===== config.mk =====
export PLATFORM = sky130hd
export DESIGN_NAME = fb_arbiter
export DESIGN_NICKNAME = d
export VERILOG_FILES = /design/src/rtl/fb_arbiter_pkg.sv /design/src/rtl/fb_arbiter_clear_engine.sv /design/src/rtl/fb_arbiter.sv
export SDC_FILE = /design/constraint.sdc
export NUM_CORES = 1
export LEC_CHECK = 0
export BUFFER_PORTS_ARGS = -buffer_cell sky130_fd_sc_hd__buf_2
export CELL_PAD_IN_SITES_DETAIL_PLACEMENT = 0
export CELL_PAD_IN_SITES_GLOBAL_PLACEMENT = 1
export CORE_ASPECT_RATIO = 1.4
export CORE_MARGIN = 2
export CORE_UTILIZATION = 26
export CTS_CLUSTER_DIAMETER = 80
export DETAILED_ROUTE_END_ITERATION = 6
export GPL_TIMING_DRIVEN = 1
export PLACE_DENSITY = 0.84
export SETUP_SLACK_MARGIN = 0.15
export SLEW_MARGIN = 20
export SYNTH_ARGS = -nofsm -noshare
export SYNTH_HDL_FRONTEND = slang
export SYNTH_SLANG_ARGS = --single-unit

===== constraint.sdc =====
create_clock -name clk -period 4.8 [get_ports clk]
set_clock_uncertainty 0.1 [all_clocks]
set_input_delay 0.48 -clock clk [delete_from_list [all_inputs] [get_ports clk]]
set_output_delay 0.48 -clock clk [all_outputs]
set_load 0.02 [all_outputs]

===== src/rtl/fb_arbiter_pkg.sv =====
// Shared framebuffer geometry, owner tags and clear-engine states for the
// framebuffer arbiter.
package fb_arbiter_pkg;

    localparam int FB_ADDR_W      = 9;
    localparam int FB_DATA_W      = 16;
    localparam int FB_HIRES_WORDS = 512;
    localparam int FB_LORES_WORDS = 128;

    typedef enum logic [1:0] {
        OWN_NONE = 2'd0,
        OWN_DISP = 2'd1,
        OWN_CPU  = 2'd2,
        OWN_CLR  = 2'd3
    } owner_t;

    typedef enum logic {
        CLR_IDLE = 1'b0,
        CLR_RUN  = 1'b1
    } clr_state_t;

endpackage


===== src/rtl/fb_arbiter_clear_engine.sv =====
// Framebuffer clear engine: walks word addresses 0..limit, writing zero on
// every cycle the arbiter hands it the RAM.
//
//   state    | meaning
//   ---------+--------------------------------------------------------
//   CLR_IDLE | no clear in progress, waiting for start
//   CLR_RUN  | clearing; addr is the next word to write, busy=1
module fb_clear_engine
    import fb_arbiter_pkg::*;
#(
    parameter int ADDR_W      = FB_ADDR_W,
    parameter int HIRES_WORDS = FB_HIRES_WORDS,
    parameter int LORES_WORDS = FB_LORES_WORDS
) (
    input  logic              clk,
    input  logic              rst_n,
    input  logic              start,
    input  logic              hires,
    input  logic              step,
    output logic [ADDR_W-1:0] addr,
    output logic              busy
);

    localparam logic [ADDR_W-1:0] HIRES_LAST = ADDR_W'(HIRES_WORDS - 1);
    localparam logic [ADDR_W-1:0] LORES_LAST = ADDR_W'(LORES_WORDS - 1);

    clr_state_t        state, state_nxt;
    logic [ADDR_W-1:0] limit, limit_nxt;
    logic [ADDR_W-1:0] cnt, cnt_nxt;

    always_ff @(posedge clk or negedge rst_n) begin
        if (!rst_n) begin
            state <= CLR_IDLE;
            limit <= '0;
            cnt   <= '0;
        end else begin
            state <= state_nxt;
            limit <= limit_nxt;
            cnt   <= cnt_nxt;
        end
    end

    always_comb begin
        state_nxt = state;
        limit_nxt = limit;
        cnt_nxt   = cnt;
        case (state)
            CLR_IDLE: begin
                if (start) begin
                    state_nxt = CLR_RUN;
                    limit_nxt = hires ? HIRES_LAST : LORES_LAST;
                    cnt_nxt   = '0;
                end
            end
            CLR_RUN: begin
                // Holding the counter on the final word keeps it from wrapping.
                if (step) begin
                    if (cnt == limit) state_nxt = CLR_IDLE;
                    else              cnt_nxt   = cnt + ADDR_W'(1);
                end
            end
            default: state_nxt = CLR_IDLE;
        endcase
    end

    assign addr = cnt;
    assign busy = (state == CLR_RUN);

endmodule


===== src/rtl/fb_arbiter.sv =====
// Single-port framebuffer RAM arbiter: display scan-out always wins, the clear
// engine and CPU share whatever cycles the display leaves idle.
module fb_arbiter
    import fb_arbiter_pkg::*;
#(
    parameter int ADDR_W      = FB_ADDR_W,
    parameter int DATA_W      = FB_DATA_W,
    parameter int HIRES_WORDS = FB_HIRES_WORDS,
    parameter int LORES_WORDS = FB_LORES_WORDS
) (
    input  logic              clk,
    input  logic              rst_n,
    input  logic              disp_req,
    input  logic [ADDR_W-1:0] disp_addr,
    output logic [DATA_W-1:0] disp_data,
    output logic              disp_valid,
    input  logic              cpu_req,
    input  logic              cpu_we,
    input  logic [ADDR_W-1:0] cpu_addr,
    input  logic [DATA_W-1:0] cpu_wdata,
    output logic [DATA_W-1:0] cpu_rdata,
    output logic              cpu_ack,
    input  logic              clr_start,
    input  logic              clr_hires,
    output logic              clr_busy,
    output logic [ADDR_W-1:0] ram_addr,
    output logic              ram_we,
    output logic [DATA_W-1:0] ram_wdata,
    input  logic [DATA_W-1:0] ram_rdata
);

    owner_t            owner_q, owner_d;
    logic [ADDR_W-1:0] clr_addr;

    fb_clear_engine #(
        .ADDR_W      (ADDR_W),
        .HIRES_WORDS (HIRES_WORDS),
        .LORES_WORDS (LORES_WORDS)
    ) u_clear (
        .clk   (clk),
        .rst_n (rst_n),
        .start (clr_start),
        .hires (clr_hires),
        .step  (owner_d == OWN_CLR),
        .addr  (clr_addr),
        .busy  (clr_busy)
    );

    // A pending CPU request is locked out both during a clear and in its own
    // ack cycle, so the CPU never sees a stale ack for a fresh request.
    always_comb begin
        owner_d   = OWN_NONE;
        ram_addr  = '0;
        ram_we    = 1'b0;
        ram_wdata = '0;
        if (disp_req) begin
            owner_d  = OWN_DISP;
            ram_addr = disp_addr;
        end else if (clr_busy) begin
            owner_d  = OWN_CLR;
            ram_addr = clr_addr;
            ram_we   = 1'b1;
        end else if (cpu_req && !cpu_ack) begin
            owner_d   = OWN_CPU;
            ram_addr  = cpu_addr;
            ram_we    = cpu_we;
            ram_wdata = cpu_wdata;
        end
    end

    always_ff @(posedge clk or negedge rst_n) begin
        if (!rst_n) owner_q <= OWN_NONE;
        else        owner_q <= owner_d;
    end

    assign disp_valid = (owner_q == OWN_DISP);
    assign cpu_ack    = (owner_q == OWN_CPU);
    assign disp_data  = ram_rdata;
    assign cpu_rdata  = ram_rdata;

endmodule


== Word-level counts from Yosys, hierarchy flattened ==
Cells that the tools add are included.

* Output and inout port bits: 61
* Register bits: 21
* Word-level logic and storage cells: 38
* Bits of input ports: 57

* Bitwise logic cells: 1
* Mux-type cells: 21
* Equality and inequality tests: 7
* Add/sub/neg operators: 1
* Reduce and logical (&&, ||, !) cells: 4

{| class="wikitable"
|+ Operators with widths
! operator !! count
|-
| two-way mux 9 bit || 7
|-
| two-way mux 16 bit || 3
|-
| case mux 9 bit (2 select lines) || 1
|-
| adder 9 x 1 -> 9 bit (second input constant) || 1
|-
| equality test 9 bit || 1
|-
| two-way mux 1 bit || 6
|-
| two-way mux 2 bit || 3
|-
| equality test 2 bit (second input constant) || 2
|-
| != test 2 bit (second input constant) || 2
|-
| AND reduction 3 bit || 1
|-
| equality test 2 x 1 -> 1 bit (second input constant) || 1
|-
| != test 2 x 1 -> 1 bit (second input constant) || 1
|-
| case mux 1 bit (2 select lines) || 1
|-
| AND reduction 2 bit || 1
|-
| logical AND 1 bit || 1
|-
| logical NOT 1 bit || 1
|-
| NOT 1 bit || 1
|}

== Logic depth before layout (Yosys ltp) ==
* Word-level depth: 9
* Mapped depth: 6
* Depth with buffers taken out: 5

== Modules after synthesis ==
From an unflattened synthesis, not the netlist that was laid out.

* Cell total of the unflattened synthesis: 162
* Area total of the unflattened synthesis: 1,416.4 um^2

{| class="wikitable"
|+ Modules (own cells, without submodules)
! module !! cells an instance !! area an instance (um^2) !! times used !! seq. area each (um^2)
|-
| fb_clear_engine || 79 || 774.5 || 1 || 300.3
|-
| fb_arbiter || 83 || 641.9 || 1 || 50.0
|}

== Worst setup path after synthesis ==
No wires, ideal clock.

* Kind: reg-to-output
* From: register u_clear.state, in the netlist u_clear.busy
* To: output ram_wdata[10]
* Cell stages (with the launch flop): 5
* Data arrival time: 1,540 ps
* Path slack: 2,680 ps
* Path buffers: 1
* Required time: 4,220 ps
* Path through: dfrtp_1 or2_2 nor2_1 clkbuf_1 and2_1

* Longest elaborated chain between the ends: 2

{| class="wikitable"
|+ RTL lines
! item !! RTL line !! RTL
|-
| start, declared || fb_arbiter_clear_engine.sv:27 || <nowiki>clr_state_t state, state_nxt;</nowiki>
|-
| start signal, assigned || fb_arbiter_clear_engine.sv:37 || <nowiki>state <= state_nxt;</nowiki>
|-
| two-way mux 16 bit || fb_arbiter.sv:59 || <nowiki>end else if (clr_busy) begin</nowiki>
|-
| two-way mux 16 bit || fb_arbiter.sv:56 || <nowiki>if (disp_req) begin</nowiki>
|-
| end, declared || fb_arbiter.sv:28 || <nowiki>output logic [DATA_W-1:0] ram_wdata,</nowiki>
|}

No other way between the ends.

== Worst setup path after layout ==
* From: register u_clear.state, in the netlist u_clear.busy
* To: output ram_addr[1]

* Longest elaborated chain between the ends: 2

{| class="wikitable"
|+ RTL lines
! item !! RTL line !! RTL
|-
| two-way mux 9 bit || fb_arbiter.sv:59 ||
|-
| two-way mux 9 bit || fb_arbiter.sv:56 ||
|-
| end, declared || fb_arbiter.sv:26 || <nowiki>output logic [ADDR_W-1:0] ram_addr,</nowiki>
|}

No other way between the ends.

==> flow_metrics.py <==
metrics = {
    "status": {
        "status": "finished clean",
    },
    "pwr": {
        "power_density_nw_per_um2": 316.1,
        "pwr-share-clk_pct": 21.1,
        "combPwrFrac_pct": 33.9,
        "peakVddDrop_v": 0.00008184,
        "total_leakage_power_nw": 0.7592,
        "switching_share_pct": 37.69,
        "p_sw_w": 0.0001692,
        "p_int_w": 0.0002797,
        "power_w": 0.0004489,
        "seqPwrFrac_pct": 45.0,
    },
    "final_layout": {
        "final_nets": 234,
        "drive_above_1_share_pct": 45.40,
        "nFillCells": 479,
        "area_growth_pct": 15.23,
        "most-common-layout-cells": "buf_2 (69), and2_1 (16), dfrtp_1 (14), inv_1 (9)",
        "final_common_cell": "buf_2",
        "antenna_cells": 0,
    },
    "sta": {
        "setup_viol": 0,
        "fin_tns_setup_ns": 0,
        "rsz0062_at_grt": "false",
        "hold_viol": 0,
        "worst_slew_pin_slew_ns": 0.7143,
        "relSlewSlack_pct": 52.33,
        "period_needed_ns": 2.642,
        "max_freq_mhz": 378.5,
        "slew_viol_final": 0,
        "fin_crit_sh_pct": 55.04,
    },
    "worst_setup_path": {
        "crit_start": "u_clear.busy",
        "endpoint_kind": "output pin",
        "path_class": "register to output pin",
        "cp-start-kind": "register",
        "critPathMaxStageDelay_ns": 0.56,
        "cp-endpoint": "ram_addr[1]",
        "rrSetupSlack_ns": 2.80,
        "ff2ff_path_depth": 5,
        "timing.rr.start": "u_clear.addr[2]",
        "arrival_ns": 2.06,
        "cp.required_ns": 4.22,
        "slowest_stage": "nor2_2",
        "r2r-end": "u_clear.addr[4]",
        "crit_chain": "or2_2 > nor2_2 > a222oi_1 > inv_1 > buf_2",
        "cp_max_fo": 24,
    },
    "grt": {
        "grt.overflow.total": 0,
        "grt_pass1_wl_um": 5347,
        "antenna_found_initial": 0,
        "grtUsageTotal_pct": 12.57,
        "grt_max_degree": 25,
        "grt_pass1_vias": 1151,
    },
    "placement": {
        "gp_congestion": 0.8121,
        "numPortBuffers": 69,
        "hpwl_um": 2591,
    },
    "floorplanning": {
        "dieArea_um2": 5314,
        "rows": 29,
        "die_w_um": 62.19,
        "start_util_pct": 27.17,
        "ios": 118,
        "chipHeight_um": 85.46,
        "core_area_um2": 4536,
    },
    "detailed_routing": {
        "first_iter_violations": 53,
        "firstDrtPassIters": 5,
        "ant_nets": 0,
        "wl_per_cell_um": 13.68,
        "via_per_inst": 4.678,
        "drcViolationCount": 0,
        "wl_um": 3229,
        "vias": 1104,
    },
    "synthesis": {
        "yosysSeqAreaShare_pct": 28.43,
        "synth-seq-cells": 14,
        "syn_inst": 140,
        "synthDominantCellAreaShare_pct": 28.43,
        "synth.avg_cell_area_um2": 8.803,
        "synth_area_leaders": "dfrtp_1 (28%), buf_4 (19%), and2_1 (8.1%)",
        "synth.net_count": 198,
        "synth_edf_count": 0,
        "yosysTopAreaCell": "dfrtp_1",
        "synthArstFlopShare_pct": 100.0,
        "syn-cell-area_um2": 1232,
        "yosysWarnings": 0,
        "ys_types": 36,
        "synth_ff_type": "dfrtp_1",
    },
    "hold_path": {
        "hp-class": "input port to async pin",
    },
    "cts": {
        "cts_tree": "done",
        "hold_buffers": 0,
        "cts.sinks": 14,
        "post_cts_buffers": 0,
        "clk_path_buf_depth": 2,
        "clkSlewWorstSetupHoldPaths_ns": 0.05,
        "htreeDepth": 1,
        "root_buffer": "clkbuf_8",
        "numCtsBuffers": 3,
        "postCtsResizedCells": 0,
        "clock_latency_ns": 0.24,
    },
    "run": {
        "max_cap_violations": 0,
    },
}
worst min-delay path by stage:
stage	start	to	slack [ns]	cells after the start
2_1_floorplan	rst_n	owner_q[0]	0.08	0
3_3_place_gp	rst_n	u_clear.busy	0.30	1
3_5_place_dp	rst_n	u_clear.busy	0.30	1
4_1_cts	rst_n	u_clear.limit[7]	0.04	1
5_1_grt	rst_n	u_clear.limit[7]	0.05	1
6_report	rst_n	u_clear.busy	0.03	1
sequential cells by signal, summed over array words and instances, names as in the netlist:
signal and flops:
u_clear.addr 9, owner_q 2, u_clear.limit 2, u_clear.busy 1
area by class of cell:
type                    count  area [µm²]  share of cell area (%)
multi-input cells          79       571.8                   40.26
clock buffers               3       41.29                   2.907
inverters                   9       33.78                   2.379
repair buffers             69       345.3                   24.32
well taps                  62       77.57                   5.463
flip-flops and latches     14       350.3                   24.67
metal layers:
layer	vias to the layer above	track usage, %	wire [µm]
met1	496	13.24	1210
met5	-	0	0
met2	46	21.54	1535
met3	29	3.846	309
met4	0	8.485	174
li1	533	-	-
worst max-delay path: cells and delay by family (launching register included):
kind / cells / cell delay (ns)
AND/OR/NAND/NOR: 2 / 0.91
buffers and inverters: 2 / 0.25
AO/OA/AOI/OAI: 1 / 0.21
flip-flops: 1 / 0.46
power by group through the flow:
| stage | clock (W) | combinational, W | sequential (W) |
|---|---|---|---|
| 2_1_floorplan | 0 | 0.000148 | 0.000187 |
| 3_3_place_gp | 0 | 0.000149 | 0.000203 |
| 3_5_place_dp | 0 | 0.000155 | 0.000204 |
| 4_1_cts | 0.0000978 | 0.000155 | 0.000202 |
| 5_1_grt | 0.000104 | 0.000172 | 0.000210 |
| 6_report | 0.0000946 | 0.000152 | 0.000202 |
per-stage QoR:
step | utilization (%) | std cells | setup slack (ns) | hold WS (ns) | cell area (µm²)
after floorplan | - | 140 | 2.680 | 0.08441 | 1232
after global placement | 30.34 | 233 | 1.817 | 0.2977 | 1376
after detailed placement | 30.40 | 233 | 2.185 | 0.3026 | 1379
after CTS | 31.31 | 236 | 2.117 | 0.04019 | 1420
after global routing | 31.31 | 236 | 1.926 | 0.04940 | 1420
final | 31.31 | 236 | 2.158 | 0.02724 | 1420
cell usage after synthesis (2+ instances only):
cell and n:
a21oi_1 2, a222oi_1 8, and2_1 16, and3_1 2, buf_4 32, buf_6 2
clkbuf_1 3, dfrtp_1 14, inv_1 9, mux2_2 2, mux2i_1 4, nand2_1 8
nand2b_1 3, nand3_1 2, nand3b_1 2, nand4_1 3, nor2_1 4, nor4_1 2
o211ai_1 3, o31ai_1 3
cell families after synthesis:
group	Yosys count	share of synthesized area [%]
simple gates	49	23.25
buf+inv	47	25.38
compound gates	23	16.85
flops	14	28.43
mux	6	5.076
fa+ha+maj	1	1.015
Power figures use the tool's default switching activity.
